$ cat config.mk
export PLATFORM = sky130hd
export DESIGN_NAME = multicycle_ctrl_flat
export DESIGN_NICKNAME = d
export VERILOG_FILES = /design/src/rtl/multicycle_ctrl_if.sv /design/src/rtl/multicycle_ctrl.sv /design/src/flat_wrapper.sv
export SDC_FILE = /design/constraint.sdc
export NUM_CORES = 1
export LEC_CHECK = 0
export CORE_AREA = 2 2 100 112
export CTS_CLUSTER_SIZE = 20
export DETAILED_ROUTE_END_ITERATION = 16
export DIE_AREA = 0 0 102 114
export PLACE_DENSITY = 0.57
export SETUP_SLACK_MARGIN = 0.3
export SYNTH_ARGS = -nofsm -noshare
export SYNTH_HDL_FRONTEND = slang
export SYNTH_SLANG_ARGS = --single-unit
$ cat constraint.sdc
create_clock -name clk_i -period 2.05 [get_ports clk_i]
set_input_delay 0.3075 -clock clk_i [delete_from_list [all_inputs] [get_ports clk_i]]
set_output_delay 0.3075 -clock clk_i [all_outputs]
set_load 0.01 [all_outputs]
$ cat src/rtl/multicycle_ctrl_if.sv
// Control bundle between the multi-cycle MIPS controller and its datapath.
// The slave modport is the controller; the master modport is the datapath side.
interface multicycle_ctrl_if #(
  parameter int CNT_W = 32
);
  logic [5:0]       opcode_i;
  logic             mem_ready_i;
  logic             pc_write_o;
  logic             pc_write_cond_o;
  logic [1:0]       pc_source_o;
  logic             iord_o;
  logic             mem_read_o;
  logic             mem_write_o;
  logic             ir_write_o;
  logic             mem_to_reg_o;
  logic             reg_dst_o;
  logic             reg_write_o;
  logic             alu_src_a_o;
  logic [1:0]       alu_src_b_o;
  logic [2:0]       alu_op_o;
  logic [3:0]       state_o;
  logic             illegal_o;
  logic             timeout_o;
  logic [CNT_W-1:0] retired_o;

  modport master (
    output opcode_i, mem_ready_i,
    input  pc_write_o, pc_write_cond_o, pc_source_o, iord_o, mem_read_o,
           mem_write_o, ir_write_o, mem_to_reg_o, reg_dst_o, reg_write_o,
           alu_src_a_o, alu_src_b_o, alu_op_o, state_o, illegal_o,
           timeout_o, retired_o
  );

  modport slave (
    input  opcode_i, mem_ready_i,
    output pc_write_o, pc_write_cond_o, pc_source_o, iord_o, mem_read_o,
           mem_write_o, ir_write_o, mem_to_reg_o, reg_dst_o, reg_write_o,
           alu_src_a_o, alu_src_b_o, alu_op_o, state_o, illegal_o,
           timeout_o, retired_o
  );
endinterface

$ cat src/rtl/multicycle_ctrl.sv
// Multi-cycle MIPS control FSM: Moore-decoded datapath controls per state,
// memory-ready stalls with a bounded wait, retired-instruction count, sticky halt causes.
module multicycle_ctrl #(
  parameter int WAIT_LIMIT = 15,
  parameter int CNT_W      = 32
) (
  input  logic             clk_i,
  input  logic             rst_i,
  multicycle_ctrl_if.slave bus
);

  typedef enum logic [3:0] {
    FETCH     = 4'd0,
    DECODE    = 4'd1,
    MEM_ADDR  = 4'd2,
    MEM_READ  = 4'd3,
    MEM_WB    = 4'd4,
    MEM_WRITE = 4'd5,
    R_EXEC    = 4'd6,
    R_WB      = 4'd7,
    BRANCH    = 4'd8,
    I_EXEC    = 4'd9,
    I_WB      = 4'd10,
    HALT      = 4'd11
  } state_t;

  localparam int NUM_STATES = 12;

  localparam logic [5:0] OP_RTYPE = 6'h00;
  localparam logic [5:0] OP_BEQ   = 6'h04;
  localparam logic [5:0] OP_ADDI  = 6'h08;
  localparam logic [5:0] OP_SLTI  = 6'h0A;
  localparam logic [5:0] OP_LW    = 6'h23;
  localparam logic [5:0] OP_SW    = 6'h2B;

  localparam logic [2:0] ALU_ADD   = 3'b000;
  localparam logic [2:0] ALU_SUB   = 3'b001;
  localparam logic [2:0] ALU_FUNCT = 3'b010;
  localparam logic [2:0] ALU_SLT   = 3'b011;

  localparam logic [1:0] SRC_B_REG   = 2'b00;
  localparam logic [1:0] SRC_B_FOUR  = 2'b01;
  localparam logic [1:0] SRC_B_IMM   = 2'b10;
  localparam logic [1:0] SRC_B_IMMSH = 2'b11;

  localparam logic [7:0] WAIT_MAX = 8'(WAIT_LIMIT);

  // States that finish an instruction on their way back to FETCH.
  localparam logic [NUM_STATES-1:0] RETIRE_MASK =
      (NUM_STATES'(1) << MEM_WB) | (NUM_STATES'(1) << MEM_WRITE) |
      (NUM_STATES'(1) << R_WB)   | (NUM_STATES'(1) << BRANCH)    |
      (NUM_STATES'(1) << I_WB);

  // States that stall on the memory handshake and run the wait counter.
  localparam logic [NUM_STATES-1:0] WAIT_MASK =
      (NUM_STATES'(1) << FETCH) | (NUM_STATES'(1) << MEM_READ) |
      (NUM_STATES'(1) << MEM_WRITE);

  state_t           state_reg;
  state_t           state_next;
  logic [7:0]       wait_cnt_reg;
  logic [7:0]       wait_cnt_next;
  logic             illegal_reg;
  logic             timeout_reg;
  logic [CNT_W-1:0] retired_reg;

  logic set_illegal;
  logic set_timeout;
  logic retire;
  logic in_wait_state;
  logic in_retire_state;

  logic       pc_write;
  logic       pc_write_cond;
  logic [1:0] pc_source;
  logic       iord;
  logic       mem_read;
  logic       mem_write;
  logic       ir_write;
  logic       mem_to_reg;
  logic       reg_dst;
  logic       reg_write;
  logic       alu_src_a;
  logic [1:0] alu_src_b;
  logic [2:0] alu_op;

  logic [NUM_STATES-1:0] state_hot;

  generate
    for (genvar gi = 0; gi < NUM_STATES; gi++) begin : g_state_hot
      assign state_hot[gi] = (state_reg == state_t'(gi));
    end
  endgenerate

  assign in_wait_state   = |(state_hot & WAIT_MASK);
  assign in_retire_state = |(state_hot & RETIRE_MASK);

  always_ff @(posedge clk_i or posedge rst_i) begin
    if (rst_i) begin
      state_reg    <= FETCH;
      wait_cnt_reg <= '0;
      illegal_reg  <= 1'b0;
      timeout_reg  <= 1'b0;
      retired_reg  <= '0;
    end else begin
      state_reg    <= state_next;
      wait_cnt_reg <= wait_cnt_next;
      if (set_illegal) begin
        illegal_reg <= 1'b1;
      end
      if (set_timeout) begin
        timeout_reg <= 1'b1;
      end
      if (retire) begin
        retired_reg <= retired_reg + CNT_W'(1);
      end
    end
  end

  always_comb begin
    state_next    = state_reg;
    wait_cnt_next = '0;
    set_illegal   = 1'b0;
    set_timeout   = 1'b0;
    retire        = 1'b0;
    pc_write      = 1'b0;
    pc_write_cond = 1'b0;
    pc_source     = 2'b00;
    iord          = 1'b0;
    mem_read      = 1'b0;
    mem_write     = 1'b0;
    ir_write      = 1'b0;
    mem_to_reg    = 1'b0;
    reg_dst       = 1'b0;
    reg_write     = 1'b0;
    alu_src_a     = 1'b0;
    alu_src_b     = SRC_B_REG;
    alu_op        = ALU_ADD;

    unique case (state_reg)
      FETCH: begin
        mem_read  = 1'b1;
        alu_src_b = SRC_B_FOUR;
        pc_write  = bus.mem_ready_i;
        ir_write  = bus.mem_ready_i;
        if (bus.mem_ready_i) begin
          state_next = DECODE;
        end
      end
      DECODE: begin
        // Branch target is precomputed here so BRANCH can compare and select.
        alu_src_b = SRC_B_IMMSH;
        unique case (bus.opcode_i)
          OP_RTYPE:       state_next = R_EXEC;
          OP_LW, OP_SW:   state_next = MEM_ADDR;
          OP_BEQ:         state_next = BRANCH;
          OP_ADDI, OP_SLTI: state_next = I_EXEC;
          default: begin
            state_next  = HALT;
            set_illegal = 1'b1;
          end
        endcase
      end
      MEM_ADDR: begin
        alu_src_a  = 1'b1;
        alu_src_b  = SRC_B_IMM;
        state_next = (bus.opcode_i == OP_LW) ? MEM_READ : MEM_WRITE;
      end
      MEM_READ: begin
        mem_read = 1'b1;
        iord     = 1'b1;
        if (bus.mem_ready_i) begin
          state_next = MEM_WB;
        end
      end
      MEM_WB: begin
        reg_write  = 1'b1;
        mem_to_reg = 1'b1;
        state_next = FETCH;
      end
      MEM_WRITE: begin
        mem_write = 1'b1;
        iord      = 1'b1;
        if (bus.mem_ready_i) begin
          state_next = FETCH;
        end
      end
      R_EXEC: begin
        alu_src_a  = 1'b1;
        alu_op     = ALU_FUNCT;
        state_next = R_WB;
      end
      R_WB: begin
        reg_write  = 1'b1;
        reg_dst    = 1'b1;
        state_next = FETCH;
      end
      BRANCH: begin
        alu_src_a     = 1'b1;
        alu_op        = ALU_SUB;
        pc_write_cond = 1'b1;
        pc_source     = 2'b01;
        state_next    = FETCH;
      end
      I_EXEC: begin
        alu_src_a  = 1'b1;
        alu_src_b  = SRC_B_IMM;
        alu_op     = (bus.opcode_i == OP_SLTI) ? ALU_SLT : ALU_ADD;
        state_next = I_WB;
      end
      I_WB: begin
        reg_write  = 1'b1;
        state_next = FETCH;
      end
      HALT: begin
        state_next = HALT;
      end
      default: begin
        state_next = HALT;
      end
    endcase

    // Leaving a stall state or seeing ready clears the counter; a ready on
    // the limit cycle still advances normally.
    if (in_wait_state && !bus.mem_ready_i) begin
      if (wait_cnt_reg == WAIT_MAX) begin
        state_next  = HALT;
        set_timeout = 1'b1;
      end else begin
        wait_cnt_next = wait_cnt_reg + 8'd1;
      end
    end

    retire = in_retire_state && (state_next == FETCH);
  end

  // Write strobes are blocked combinationally while reset is held.
  assign bus.pc_write_o      = pc_write  & ~rst_i;
  assign bus.ir_write_o      = ir_write  & ~rst_i;
  assign bus.reg_write_o     = reg_write & ~rst_i;
  assign bus.mem_write_o     = mem_write & ~rst_i;
  assign bus.pc_write_cond_o = pc_write_cond;
  assign bus.pc_source_o     = pc_source;
  assign bus.iord_o          = iord;
  assign bus.mem_read_o      = mem_read;
  assign bus.mem_to_reg_o    = mem_to_reg;
  assign bus.reg_dst_o       = reg_dst;
  assign bus.alu_src_a_o     = alu_src_a;
  assign bus.alu_src_b_o     = alu_src_b;
  assign bus.alu_op_o        = alu_op;
  assign bus.state_o         = state_reg;
  assign bus.illegal_o       = illegal_reg;
  assign bus.timeout_o       = timeout_reg;
  assign bus.retired_o       = retired_reg;

endmodule

$ cat src/flat_wrapper.sv
// flat-port wrapper written by rule: the top's interface ports become plain ports
module multicycle_ctrl_flat 
#(
  parameter int WAIT_LIMIT = 15,
  parameter int CNT_W      = 32
)
  (clk_i, rst_i, bus_opcode_i, bus_mem_ready_i, bus_pc_write_o, bus_pc_write_cond_o, bus_pc_source_o, bus_iord_o, bus_mem_read_o, bus_mem_write_o, bus_ir_write_o, bus_mem_to_reg_o, bus_reg_dst_o, bus_reg_write_o, bus_alu_src_a_o, bus_alu_src_b_o, bus_alu_op_o, bus_state_o, bus_illegal_o, bus_timeout_o, bus_retired_o);
  multicycle_ctrl_if #(.CNT_W(CNT_W)) bus_i ();
  input  logic clk_i;
  input  logic rst_i;
  input wire logic [$bits(bus_i.opcode_i)-1:0] bus_opcode_i;
  input wire logic [$bits(bus_i.mem_ready_i)-1:0] bus_mem_ready_i;
  output wire logic [$bits(bus_i.pc_write_o)-1:0] bus_pc_write_o;
  output wire logic [$bits(bus_i.pc_write_cond_o)-1:0] bus_pc_write_cond_o;
  output wire logic [$bits(bus_i.pc_source_o)-1:0] bus_pc_source_o;
  output wire logic [$bits(bus_i.iord_o)-1:0] bus_iord_o;
  output wire logic [$bits(bus_i.mem_read_o)-1:0] bus_mem_read_o;
  output wire logic [$bits(bus_i.mem_write_o)-1:0] bus_mem_write_o;
  output wire logic [$bits(bus_i.ir_write_o)-1:0] bus_ir_write_o;
  output wire logic [$bits(bus_i.mem_to_reg_o)-1:0] bus_mem_to_reg_o;
  output wire logic [$bits(bus_i.reg_dst_o)-1:0] bus_reg_dst_o;
  output wire logic [$bits(bus_i.reg_write_o)-1:0] bus_reg_write_o;
  output wire logic [$bits(bus_i.alu_src_a_o)-1:0] bus_alu_src_a_o;
  output wire logic [$bits(bus_i.alu_src_b_o)-1:0] bus_alu_src_b_o;
  output wire logic [$bits(bus_i.alu_op_o)-1:0] bus_alu_op_o;
  output wire logic [$bits(bus_i.state_o)-1:0] bus_state_o;
  output wire logic [$bits(bus_i.illegal_o)-1:0] bus_illegal_o;
  output wire logic [$bits(bus_i.timeout_o)-1:0] bus_timeout_o;
  output wire logic [$bits(bus_i.retired_o)-1:0] bus_retired_o;
  assign bus_i.opcode_i = bus_opcode_i;
  assign bus_i.mem_ready_i = bus_mem_ready_i;
  assign bus_pc_write_o = bus_i.pc_write_o;
  assign bus_pc_write_cond_o = bus_i.pc_write_cond_o;
  assign bus_pc_source_o = bus_i.pc_source_o;
  assign bus_iord_o = bus_i.iord_o;
  assign bus_mem_read_o = bus_i.mem_read_o;
  assign bus_mem_write_o = bus_i.mem_write_o;
  assign bus_ir_write_o = bus_i.ir_write_o;
  assign bus_mem_to_reg_o = bus_i.mem_to_reg_o;
  assign bus_reg_dst_o = bus_i.reg_dst_o;
  assign bus_reg_write_o = bus_i.reg_write_o;
  assign bus_alu_src_a_o = bus_i.alu_src_a_o;
  assign bus_alu_src_b_o = bus_i.alu_src_b_o;
  assign bus_alu_op_o = bus_i.alu_op_o;
  assign bus_state_o = bus_i.state_o;
  assign bus_illegal_o = bus_i.illegal_o;
  assign bus_timeout_o = bus_i.timeout_o;
  assign bus_retired_o = bus_i.retired_o;
  multicycle_ctrl #(.WAIT_LIMIT(WAIT_LIMIT), .CNT_W(CNT_W)) u_core (.clk_i(clk_i), .rst_i(rst_i), .bus(bus_i));
endmodule
Word-level counts from Yosys, hierarchy flattened
Cells that the tools add are included.
- $add $sub $neg: 2
- multipliers: 0
- divide/modulo/power cells: 0
- magnitude comparators: 0
- equality and inequality tests: 16
- shifts and indexed selects: 0
- multiplexer cells: 27
- bitwise gates (word level): 4
- reduce and logical (&&, ||, !) cells: 17
- operators by type and width (kind ; number):
    adder 32 x 1 -> 32 bit, second input constant ; 1
    one-hot mux 4 bit (8 select lines) ; 1
    2-to-1 mux 4 bit ; 5
    == test 4 x 3 -> 1 bit, second input constant ; 4
    2-to-1 mux 8 bit ; 2
    one-hot mux 4 bit (4 select lines) ; 1
    2-to-1 mux 1 bit ; 14
    == test 4 bit, second input constant ; 3
    == test 6 x 4 -> 1 bit, second input constant ; 2
    == test 6 bit, second input constant ; 2
    OR reduction 2 bit ; 5
    one-hot mux 3 bit (3 select lines) ; 1
    adder 8 x 1 -> 8 bit, second input constant ; 1
    == test 4 x 2 -> 1 bit, second input constant ; 2
    == test 8 x 4 -> 1 bit, second input constant ; 1
    logical NOT 4 bit ; 2
    OR reduction 4 bit ; 2
    == test 6 x 3 -> 1 bit, second input constant ; 1
    logical NOT 6 bit ; 1
    one-hot mux 2 bit (3 select lines) ; 1
    OR reduction 3 bit ; 2
    OR reduction 6 bit ; 1
    OR reduction 5 bit ; 1
    == test 4 x 1 -> 1 bit, second input constant ; 1
    6 further kinds ; 9
- register bits: 46
- latch bits: 0
- bits in writable memories: 0
- ROM bits: 0
- word-level logic and storage cells: 71
- memories kept: 0

Longest topological paths before layout
Gate-level depths: netlist of run 1.
- depth in word-level cells: 8
- mapped depth: 7
- mapped depth without buffers: 6

Least setup slack after synthesis of run 1
Ideal clock, no wire load.
- kind: input -> output
- start point: input rst_i
- end point: output bus_pc_write_o
- arrival: 1.843 ns
- path slack: -0.101 ns
- cell stages on the path: 3
- buffers on the path: 1
- cell sequence: inv_1 > and4_1 > buf_4
- word-level cells in the longest chain between the ends: 2
- ends and longest elaborated chain (element ; RTL line ; source):
    from (decl) ; flat_wrapper.sv:10 ; input logic rst_i;
    inverter 1 bit ; - ;
    bitwise AND 1 bit ; - ;
    to (decl) ; flat_wrapper.sv:13 ; output wire logic [$bits(bus_i.pc_write_o)-1:0] bus_pc_write_o;
No other way between the ends.

Final worst setup path of run 1
- start point: register u_core.state_reg[2], in the netlist u_core.bus.state_o[2]
- end point: register u_core.retired_reg[29], in the netlist u_core.bus.retired_o[29]
- word-level cells in the longest chain between the ends: 7
- elaborated cells on any way between the ends: 23
- ends and longest elaborated chain (element ; RTL line ; source):
    from (decl) ; multicycle_ctrl.sv:59 ; state_t state_reg;
    from (signal assigned) ; multicycle_ctrl.sv:106 ; state_reg <= state_next;
    == test 4 x 3 -> 1 bit or == test 4 bit (tied branches) ; multicycle_ctrl.sv:91, multicycle_ctrl.sv:140 ;
    OR reduction 4 bit (no line) ; - ;
    one-hot mux 4 bit (8 select lines) ; multicycle_ctrl.sv:140 ; unique case (state_reg)
    2-to-1 mux 4 bit ; multicycle_ctrl.sv:226 ; if (wait_cnt_reg == WAIT_MAX) begin
    2-to-1 mux 4 bit ; multicycle_ctrl.sv:225 ; if (in_wait_state && !bus.mem_ready_i) begin
    logical NOT 4 bit ; multicycle_ctrl.sv:234 ; retire = in_retire_state && (state_next == FETCH);
    logical AND 1 bit (*) ; multicycle_ctrl.sv:234 ;
    to (signal assigned) ; multicycle_ctrl.sv:115 ; retired_reg <= retired_reg + CNT_W'(1);
    to (decl) ; multicycle_ctrl.sv:65 ; logic [CNT_W-1:0] retired_reg;
Mark *: on every way between the ends. The rest lies on a longest branch, timed or not.
A chain may end at the register's enable or synchronous reset.

==> results of run 1 <==
==> cells in the final DEF (no fill, tap or decap), types with 3 or more instances in the layout <==
cell             synthesis  final
a21oi_1                  6      6
and3_1                   4      4
and4_1                   4      4
buf_12                   0      3
buf_2                    2     11
buf_4                    5     32
buf_6                    1      8
clkbuf_16                0      7
clkbuf_2                 0      7
clkdlybuf4s50_1          0     36
dfrtp_1                 46     42
dfrtp_2                  0      4
dlymetal6s2s_1           0      3
inv_1                    9      7
nand2_1                 16     16
nand2b_1                 7      4
nand2b_4                 1      4
nand3_1                 16     15
nand4_1                  6      6
nor2_1                  25     14
nor2_2                   0      7
nor2_4                   0      4
nor3_2                   0      6
nor3_4                   0      3
nor3b_2                  0      3
nor4_1                   7      4
nor4_4                   0     13
xnor2_1                 14     13
xor2_1                  24     24
==> stage by stage <==
step,power [uW],cells
2_1_floorplan,2080,262
3_3_place_gp,2860,480
3_5_place_dp,2880,480
4_1_cts,3940,504
5_1_grt,4350,507
6_report,4090,507
==> power groups by stage <==
| stage | clock network, uW | logic, uW | registers, uW |
|---|---|---|---|
| floorplan | 0 | 868 | 1210 |
| global placement | 0 | 1690 | 1170 |
| detailed placement | 0 | 1700 | 1180 |
| CTS | 926 | 1860 | 1150 |
| global route | 979 | 2200 | 1170 |
| finish | 906 | 2040 | 1150 |
==> kinds of logic after synthesis <==
logic type / after synthesis
flip-flops: 46
multiplexers: 4
XOR/XNOR: 38
adder cells (fa/ha/maj): 2
other: 1
AND/OR/NAND/NOR: 122
buffers and inverters: 26
AO/OA/AOI/OAI: 22
==> layout make-up <==
| class | instances | area, um2 |
|---|---|---|
| well taps | 147 | 184 |
| multi-input cells | 190 | 1640 |
| fillers | 1092 | 6450 |
| inverters | 9 | 37.5 |
| repair buffers | 107 | 981 |
| flip-flops and latches | 46 | 1160 |
| clock inverters | 1 | 30.0 |
| clock buffers | 7 | 133 |
==> final timing paths <==
path,startpoint,endpoint,slack (ns)
max reg2reg,u_core.bus.state_o[2],u_core.bus.retired_o[29],0.1
min reg2reg,u_core.bus.illegal_o,u_core.bus.illegal_o,0.46
min,u_core.bus.illegal_o,u_core.bus.illegal_o,0.46
max in group asynchronous,rst_i,u_core.bus.state_o[2],0.97
max,u_core.bus.state_o[2],u_core.bus.retired_o[29],0.1
min in group asynchronous,rst_i,u_core.bus.state_o[0],0.64
==> routing by layer <==
| layer | track usage | up-vias | wire (um) |
|---|---|---|---|
| met3 | 0.0288 | 7 | 375 |
| met2 | 0.196 | 51 | 3400 |
| met4 | 0.0249 | 0 | 54 |
| li1 | - | 1102 | - |
| met5 | 0 | - | 0 |
| met1 | 0.160 | 1130 | 3120 |
==> what timing repair did <==
item                                    in CTS  in global routing
buffers inserted                            16                  1
hold buffers                                 0                  0
endpoints found under the setup margin      53                 54
gates cloned                                 0                  2
gates resized for setup                     93                 42
pin swaps                                   22                 17
==> flow_summary.yaml, run 1 <==
global_routing:
  grt_max_degree: 47
  grt_pass1_wl_um: 11200
  grt_pass1_vias: 2267
  overflow: 0
  antenna_found_initial: 0
  grt_usage: 0.119
timing:
  finalHoldViolCount: 0
  timing.slew.headroom: 0.604
  min_period_over_period: 0.953
  drv_slew: 0
  setup_ws_ns: 0.0956
  max_freq_mhz: 512
  tightest_slew_ns: 0.594
  setup_viol: 0
  clock_skew_ns: 0.00430
  rsz0062_at_grt: "yes"
  period_minus_slack_ns: 1.95
  fin_setup_tns_ns: 0
  whs_ns: 0.464
hold_path:
  hold_path_class: "flop to flop"
  holdPathStages: 1
place:
  gp_congestion: 0.741
  dp_hpwl_um: 4750
  numPortBuffers: 61
  post_dp_cell_area_um2: 3650
  pre_cts_slack_ns: -0.330
yosys:
  yosysTopAreaCellShare: 0.449
  yosys.area.top_type: "dfrtp_1"
  synth-xor-area-share: 0.130
  ys.flop_type: "dfrtp_1"
  muxShareOfSynthArea: 0.0166
  ys_seq_area_frac: 0.449
  yosysMostFrequentCell: "dfrtp_1"
  syn_inst: 261
  synthSimpleGateAreaFrac: 0.283
  synth_compound_area_frac: 0.0606
  syn_area_per_cell_um2: 9.81
  ys_async_sr_fraction: 1.00
  synth_cell_types: 43
  netlist_area_um2: 2560
  synth-seq-cells: 46
  synth_top_family_by_area: "simple AND/OR/NAND/NOR gates"
  synthAdderAreaFrac: 0.00977
  synth_area_leaders: "dfrtp_1, xor2_1, nor4_2"
  synth_warnings: 0
  synth-edff-count: 0
  yosys-top-cells-count: "dfrtp_1, nor2_1, xor2_1"
pwr:
  switching_share: 0.360
  p_int_uw: 2620
  power_switching_uw: 1470
  power_frac_comb: 0.497
  p_clk_frac: 0.221
  p_seq_frac: 0.281
  ir_worst_vdd_mv: 0.477
  p_leak_uw: 0.00180
  powerDensity_nw_per_um2: 985
cells_and_area:
  post-route-util: 0.392
  area_growth_pct: 62.3
  nNetsFinal: 370
  largest_reg_flops: 32
  num_antenna_cells: 0
  finalInstanceArea_um2: 4160
  drive_gt1_frac: 0.369
worst_setup_path:
  reg2regPathDepth: 7
  cp_top_family: "simple AND/OR/NAND/NOR gates"
  cp-start-kind: "flop"
  cp.required_ns: 2.26
  max_stage_delay_ns: 0.44
  crit_fanout: 4
  end_kind: "flop"
  worst-path-stages: 7
  critPathSlowestCell: "or3_4"
  path_cells: "buf_6, nand2b_4, o32a_1, or3_4, buf_8, nor4_4, xor2_1"
  worst-setup-path-type: "flop to flop"
  cp.arrival_ns: 2.17
  crit_buf_inv: 2
clock_tree:
  cts-root-buf: "clkbuf_16"
  htree_num_levels: 2
  clk_pin_slew_worst_paths_ns: 0.06
  cts_buffers: 5
  clock_latency_ns: 0.28
  clock-sinks: 46
  clock_path_buffers: 2
  tritoncts: "done"
floorplan:
  io_pins: 64
  start_util: 0.241
  die_h_um: 114
  row_count: 40
  coreArea_um2: 10600
  die-area_um2: 11600
  die_w_um: 102
route:
  drc: 0
  avgViaCountPerCell: 4.52
  wl_per_cell_um: 13.7
  drt-initial-drc-count: 49
  final_antenna_net_count: 0
  finalWirelength_um: 6950
  first_pass_iters: 4
  vias: 2290
job:
  cap_violations: 0
status:
  outcome: "finished, final reports clean"
Note: power is estimated with default switching activity, not from simulation.
==> inputs of run 2 (changes only) <==
--- a/config.mk
+++ b/config.mk
@@ -5,6 +5,7 @@
 export SDC_FILE = /design/constraint.sdc
 export NUM_CORES = 1
 export LEC_CHECK = 0
+export CAP_MARGIN = 20
 export CORE_AREA = 2 2 100 112
 export CTS_CLUSTER_SIZE = 20
 export DETAILED_ROUTE_END_ITERATION = 16
==> results of run 2 <==
Same layout as run 1: the final DEF is identical, and so are final timing and power.
==> inputs of run 3 (changes only) <==
--- a/config.mk
+++ b/config.mk
@@ -12,6 +12,7 @@
 export DIE_AREA = 0 0 102 114
 export PLACE_DENSITY = 0.57
 export SETUP_SLACK_MARGIN = 0.3
+export SLEW_MARGIN = 10
 export SYNTH_ARGS = -nofsm -noshare
 export SYNTH_HDL_FRONTEND = slang
 export SYNTH_SLANG_ARGS = --single-unit
==> results of run 3 <==
Same layout as run 1: the final DEF is identical, and so are final timing and power.
